## src/rtl/cpu_pkg.sv

```systemverilog
`default_nettype none
// +----------------------------------------------------------------------+
// | cpu_pkg: shared types and constants for the CPU fetch path            |
// | Rev 1.0 - initial release                                             |
// +----------------------------------------------------------------------+
package cpu_pkg;

  localparam int ADDR_W      = 8;
  localparam int OPC_IMM_BIT = 7;

  typedef enum logic [1:0] {
    IDLE     = 2'd0,
    WAIT_OP  = 2'd1,
    WAIT_IMM = 2'd2,
    DONE     = 2'd3
  } fetch_state_t;

  // Opcodes with the top bit set carry one immediate byte after them.
  function automatic logic has_imm(input logic [ADDR_W-1:0] opc);
    return opc[OPC_IMM_BIT];
  endfunction

endpackage
`default_nettype wire

```

## src/rtl/fetch_timer.sv

```systemverilog
`default_nettype none
// +----------------------------------------------------------------------+
// | fetch_timer: counts stalled memory-wait cycles, flags expiry          |
// | Rev 1.0 - initial release                                             |
// +----------------------------------------------------------------------+
module fetch_timer #(
  parameter int TIMEOUT_CYCLES = 15
) (
  input  logic clk,
  input  logic rst,
  input  logic i_clr,
  input  logic i_en,
  output logic o_expired
);

  logic [7:0] r_count;

  always_ff @(posedge clk) begin
    if (rst) begin
      r_count <= 8'd0;
    end else if (i_clr) begin
      r_count <= 8'd0;
    end else if (i_en) begin
      r_count <= r_count + 8'd1;
    end
  end

  // Expiry fires on the stalled cycle that would make the count reach the limit.
  assign o_expired = i_en && (r_count == 8'(TIMEOUT_CYCLES - 1));

endmodule
`default_nettype wire

```

## src/rtl/instr_fetch.sv

```systemverilog
`default_nettype none
// +----------------------------------------------------------------------+
// | instr_fetch: fetches a 1- or 2-byte instruction from memory           |
// | Optional read timeout when FETCH_TIMEOUT_EN is defined.               |
// | Rev 1.0 - initial release                                             |
// +----------------------------------------------------------------------+
module instr_fetch
  import cpu_pkg::*;
#(
  parameter int TIMEOUT_CYCLES = 15
) (
  input  logic              clk_fetch,
  input  logic              rst_fetch,
  input  logic [ADDR_W-1:0] addr_PC,
  input  logic              fetch_req,
  output logic [ADDR_W-1:0] mem_addr,
  output logic              mem_rd,
  input  logic              mem_ready,
  input  logic [ADDR_W-1:0] mem_rdata,
  output logic              write_pc,
  output logic [ADDR_W-1:0] ir_out,
  output logic [ADDR_W-1:0] operand_out,
  output logic              fetch_done,
  output logic              fetch_err
);

  fetch_state_t      r_state;
  fetch_state_t      w_state_next;
  logic [ADDR_W-1:0] r_mem_addr;
  logic [ADDR_W-1:0] r_ir;
  logic [ADDR_W-1:0] r_operand;
  logic              r_write_pc;
  logic              r_fetch_done;
  logic              w_waiting;
  logic              w_timeout;

  assign w_waiting = (r_state == WAIT_OP) || (r_state == WAIT_IMM);

`ifdef FETCH_TIMEOUT_EN
  logic r_fetch_err;

  fetch_timer #(
    .TIMEOUT_CYCLES(TIMEOUT_CYCLES)
  ) u_fetch_timer (
    .clk       (clk_fetch),
    .rst       (rst_fetch),
    .i_clr     (r_state != w_state_next),
    .i_en      (w_waiting && !mem_ready),
    .o_expired (w_timeout)
  );

  always_ff @(posedge clk_fetch) begin
    if (rst_fetch) begin
      r_fetch_err <= 1'b0;
    end else begin
      r_fetch_err <= w_timeout;
    end
  end

  assign fetch_err = r_fetch_err;
`else
  logic w_unused_timeout;

  assign w_unused_timeout = ^8'(TIMEOUT_CYCLES);
  assign w_timeout        = 1'b0;
  assign fetch_err        = 1'b0;
`endif

  always_ff @(posedge clk_fetch) begin
    if (rst_fetch) begin
      r_state <= IDLE;
    end else begin
      r_state <= w_state_next;
    end
  end

  always_comb begin
    w_state_next = r_state;
    case (r_state)
      IDLE: begin
        if (fetch_req) w_state_next = WAIT_OP;
      end
      WAIT_OP: begin
        if (mem_ready)      w_state_next = has_imm(mem_rdata) ? WAIT_IMM : DONE;
        else if (w_timeout) w_state_next = IDLE;
      end
      WAIT_IMM: begin
        if (mem_ready)      w_state_next = DONE;
        else if (w_timeout) w_state_next = IDLE;
      end
      DONE:    w_state_next = IDLE;
      default: w_state_next = IDLE;
    endcase
  end

  always_comb begin
    mem_rd = w_waiting;
  end

  // Datapath registers; pulses default low and are raised only by the state that owns them.
  always_ff @(posedge clk_fetch) begin
    if (rst_fetch) begin
      r_mem_addr   <= '0;
      r_ir         <= '0;
      r_operand    <= '0;
      r_write_pc   <= 1'b0;
      r_fetch_done <= 1'b0;
    end else begin
      r_write_pc   <= 1'b0;
      r_fetch_done <= 1'b0;
      case (r_state)
        IDLE: begin
          if (fetch_req) r_mem_addr <= addr_PC;
        end
        WAIT_OP: begin
          if (mem_ready) begin
            r_ir       <= mem_rdata;
            r_write_pc <= 1'b1;
            if (has_imm(mem_rdata)) r_mem_addr <= r_mem_addr + ADDR_W'(1);
          end
        end
        WAIT_IMM: begin
          if (mem_ready) begin
            r_operand  <= mem_rdata;
            r_write_pc <= 1'b1;
          end
        end
        DONE:    r_fetch_done <= 1'b1;
        default: ;
      endcase
    end
  end

  assign mem_addr    = r_mem_addr;
  assign ir_out      = r_ir;
  assign operand_out = r_operand;
  assign write_pc    = r_write_pc;
  assign fetch_done  = r_fetch_done;

endmodule
`default_nettype wire

```

## config.mk

```make
export PLATFORM = sky130hd
export DESIGN_NAME = instr_fetch
export DESIGN_NICKNAME = d
export VERILOG_FILES = /design/src/rtl/cpu_pkg.sv /design/src/rtl/fetch_timer.sv /design/src/rtl/instr_fetch.sv
export SDC_FILE = /design/constraint.sdc
export NUM_CORES = 1
export LEC_CHECK = 0
export CAP_MARGIN = 20
export CORE_ASPECT_RATIO = 1.2
export CORE_MARGIN = 3
export CORE_UTILIZATION = 43
export CTS_CLUSTER_DIAMETER = 120
export DETAILED_ROUTE_END_ITERATION = 10
export PLACE_DENSITY = 0.78
export SLEW_MARGIN = 20
export SYNTH_ARGS = -nofsm -noshare
export SYNTH_HDL_FRONTEND = slang
export SYNTH_SLANG_ARGS = --single-unit
```

## constraint.sdc

```tcl
create_clock -name clk_fetch -period 2 [get_ports clk_fetch]
set_input_delay 0.4 -clock clk_fetch [delete_from_list [all_inputs] [get_ports clk_fetch]]
set_output_delay 0.4 -clock clk_fetch [all_outputs]
set_load 0.03 [all_outputs]
```

==> impl_metrics.toml <==
[setup_path]
cp_num_cells = 1
r2r_cells = 7
end_kind = "output pin"
path_delay_family = "buffers and inverters"
critPathSlowestCell = "clkdlybuf4s50_1"
cp_cell_sequence = "clkdlybuf4s50_1"
r2r_end = "mem_addr[1]"
crit_type = "register to output pin"
cp-start-kind = "register"
critPathBufInv = 1
required_ns = 1.60
crit_fanout = 8
worst-r2r-setup-slack_ns = 0.21
max_stage_delay_ns = 0.73
cp.arrival_ns = 1.56
reg2reg_from = "r_state[0]"
crit_start = "mem_addr[3]"

[placed_design]
place.gp.congestion = 0.825
place_hpwl_um = 2610
portBuffers = 46

[global_routing]
grt_max_degree = 21
grt-ovfl-total = 0
antenna_found_initial = 0
grt_pass1_vias = 1247
grt_pass1_wl_um = 5510
grt_use_total_pct = 18.0

[drt]
drcViolationCount = 0
post_drt_wl_per_cell_um = 13.8
vias = 1299
drtPass1Iterations = 4
ant_nets = 0
drt_wl_total_um = 3320
drt_iter0_drc = 53
viasPerCell = 5.39

[pwr]
p_clk_share_pct = 14.0
combPwrFrac_pct = 54.8
power_frac_seq_pct = 31.3
swShare_pct = 43.5
p_leak_nw = 0.667
power.switching_w = 0.00115
p_per_area_mw_per_mm2 = 1420
internal_power_w = 0.00149
ir_worst_vdd_v = 0.000933

[clocking]
tritoncts = "yes"
clk_latency_ns = 0.32
cts_made_buffers = 3
clk_pin_slew_ns = 0.15
cts_root_buffer = "clkbuf_4"
clock_sink_count = 28
cts_hold_buf = 0
cts_setup_buffers = 0
clk_path_buf_depth = 2
htreeDepth = 1

[synthesis]
synth-seq-cells = 28
synth_area_mm2 = 0.00130
syn_inst = 160
synth_seq_area_share_pct = 43.0
synthDistinctLibCells = 31
synth.net_count = 185
syn_avg_cell_area_um2 = 8.15
ys.warnings.count = 0

[floorplan]
die_h_um = 66.3
ioPinCount = 48
dieArea_mm2 = 0.00373
coreArea_mm2 = 0.00284
start_util_pct = 45.9
rows = 21
die_w_um = 56.3

[layout]
diodes = 0
drive_gt1_share_pct = 7.73
layout_commonest_cell = "clkdlybuf4s50_1"
mostFrequentLayoutCells = "clkdlybuf4s50_1 (45), dfxtp_1 (28), nand2_1 (24), a21oi_1 (24), nand3_1 (18)"
nets = 233
area_growth_pct = 42.4

[worst_hold_path]
hold_path_startpoint = "ir_out[0]"
hp-class = "register to register"
hold_end = "ir_out[0]"
hold_depth = 2

[timing]
final.min_clock_period_ns = 1.96
finalHoldViolCount = 0
max_freq_mhz = 510
holdWs_ns = 0.467
tns_ns = 0
fin_skew_ns = 0.00201
maxSlewViolCount = 0
setup_viol = 0
rsz0062_at_grt = "false"
fin_crit_sh_pct = 98.1

[outcome]
status = "finished, final reports clean"

[job]
drv_cap = 0
metrics by stage:
stage               power, W  cell area [µm²]  util (%)  instances  worst slack, ns
floorplan            0.00181             1300         -        160            0.373
global placement     0.00225             1810      63.8        237            0.189
detailed placement   0.00230             1810      63.8        237            0.117
CTS                  0.00266             1860      65.6        241           0.0353
global route         0.00281             1860      65.4        241          0.00948
finish               0.00264             1860      65.4        241           0.0376
registers in the layout (all words and copies together) (netlist names):
register     count
fetch_done       1
ir_out           8
mem_addr         8
operand_out      8
r_state          2
write_pc         1
power groups by stage:
stage | clock network [W] | logic, W | registers, W
floorplan | 0 | 0.000771 | 0.00104
global placement | 0 | 0.00143 | 0.000824
detailed placement | 0 | 0.00146 | 0.000834
CTS | 0.000381 | 0.00145 | 0.000821
global route | 0.000392 | 0.00157 | 0.000845
finish | 0.000370 | 0.00145 | 0.000826
worst register-to-register path, delay by kind of cell (launching register included):
family          cells  cell delay [ns]
compound gates      2             0.52
fa+ha+maj           1             0.24
buf+inv             2             0.30
flops               1             0.44
simple gates        2             0.23
synth_stat cells:
cell        n  area (µm²)
nor2b_1     5        31.3
buf_4       2        15.0
inv_1       6        22.5
conb_1      1        3.75
nor4_1      1        6.26
clkbuf_1    4        15.0
nor2_1      6        22.5
a211oi_4    1        20.0
nand3_1    18        90.1
o21ai_2     1        8.76
nand2_1    24        90.1
a21oi_1    24         120
nand4_1     2        12.5
a2bb2oi_1   1        8.76
o22ai_1     1        6.26
o21a_1      3        22.5
and2_1      1        6.26
buf_2       4        20.0
o31ai_1     1        7.51
a211o_1     2        17.5
a211oi_1    2        15.0
dfxtp_1    28         561
nor3_1      2        10.0
mux2i_1     2        20.0
ha_1        5        62.6
o32ai_1     3        26.3
o21ai_1     6        30.0
and3_1      1        6.26
nand2_2     1        6.26
o21ai_0     1        5.00
a221oi_2    1        15.0
cell families after synthesis:
family / count (synthesis) / share of synthesized area (%)
compound gates: 47 / 23.2
fa+ha+maj: 5 / 4.80
buf+inv: 16 / 5.57
flops: 28 / 43.0
mux: 2 / 1.54
other cells: 1 / 0.288
simple gates: 61 / 21.6
how the worst max path moves through the flow:
stage and end:
3_5_place_dp mem_addr[1], 3_3_place_gp mem_rd, 4_1_cts mem_rd, 6_report mem_addr[3], 5_1_grt mem_addr[3], 2_1_floorplan mem_addr[0]
what timing repair did:
item,4_1_cts,5_1_grt
endpoints found under the setup margin,1,1
gates resized for setup,1,2
hold endpoints to repair,0,0
routing by layer:
metal  up-vias  part of all wire, %  track usage, %
met3         6                  5.6            2.93
met4         0                  1.7            8.90
li1        653                    -               -
met5         -                    0               0
met1       594                   43            22.8
met2        46                   50            29.7
cell type report:
| class | count | area, µm² |
|---|---|---|
| clock buffers | 3 | 22.5 |
| flip-flops and latches | 28 | 561 |
| multi-input cells | 116 | 671 |
| repair buffers | 53 | 508 |
| inverters | 6 | 22.5 |
| clock inverters | 1 | 30.0 |
| well taps | 34 | 42.5 |
| fillers | 248 | 981 |
Power figures use the tool's default switching activity.
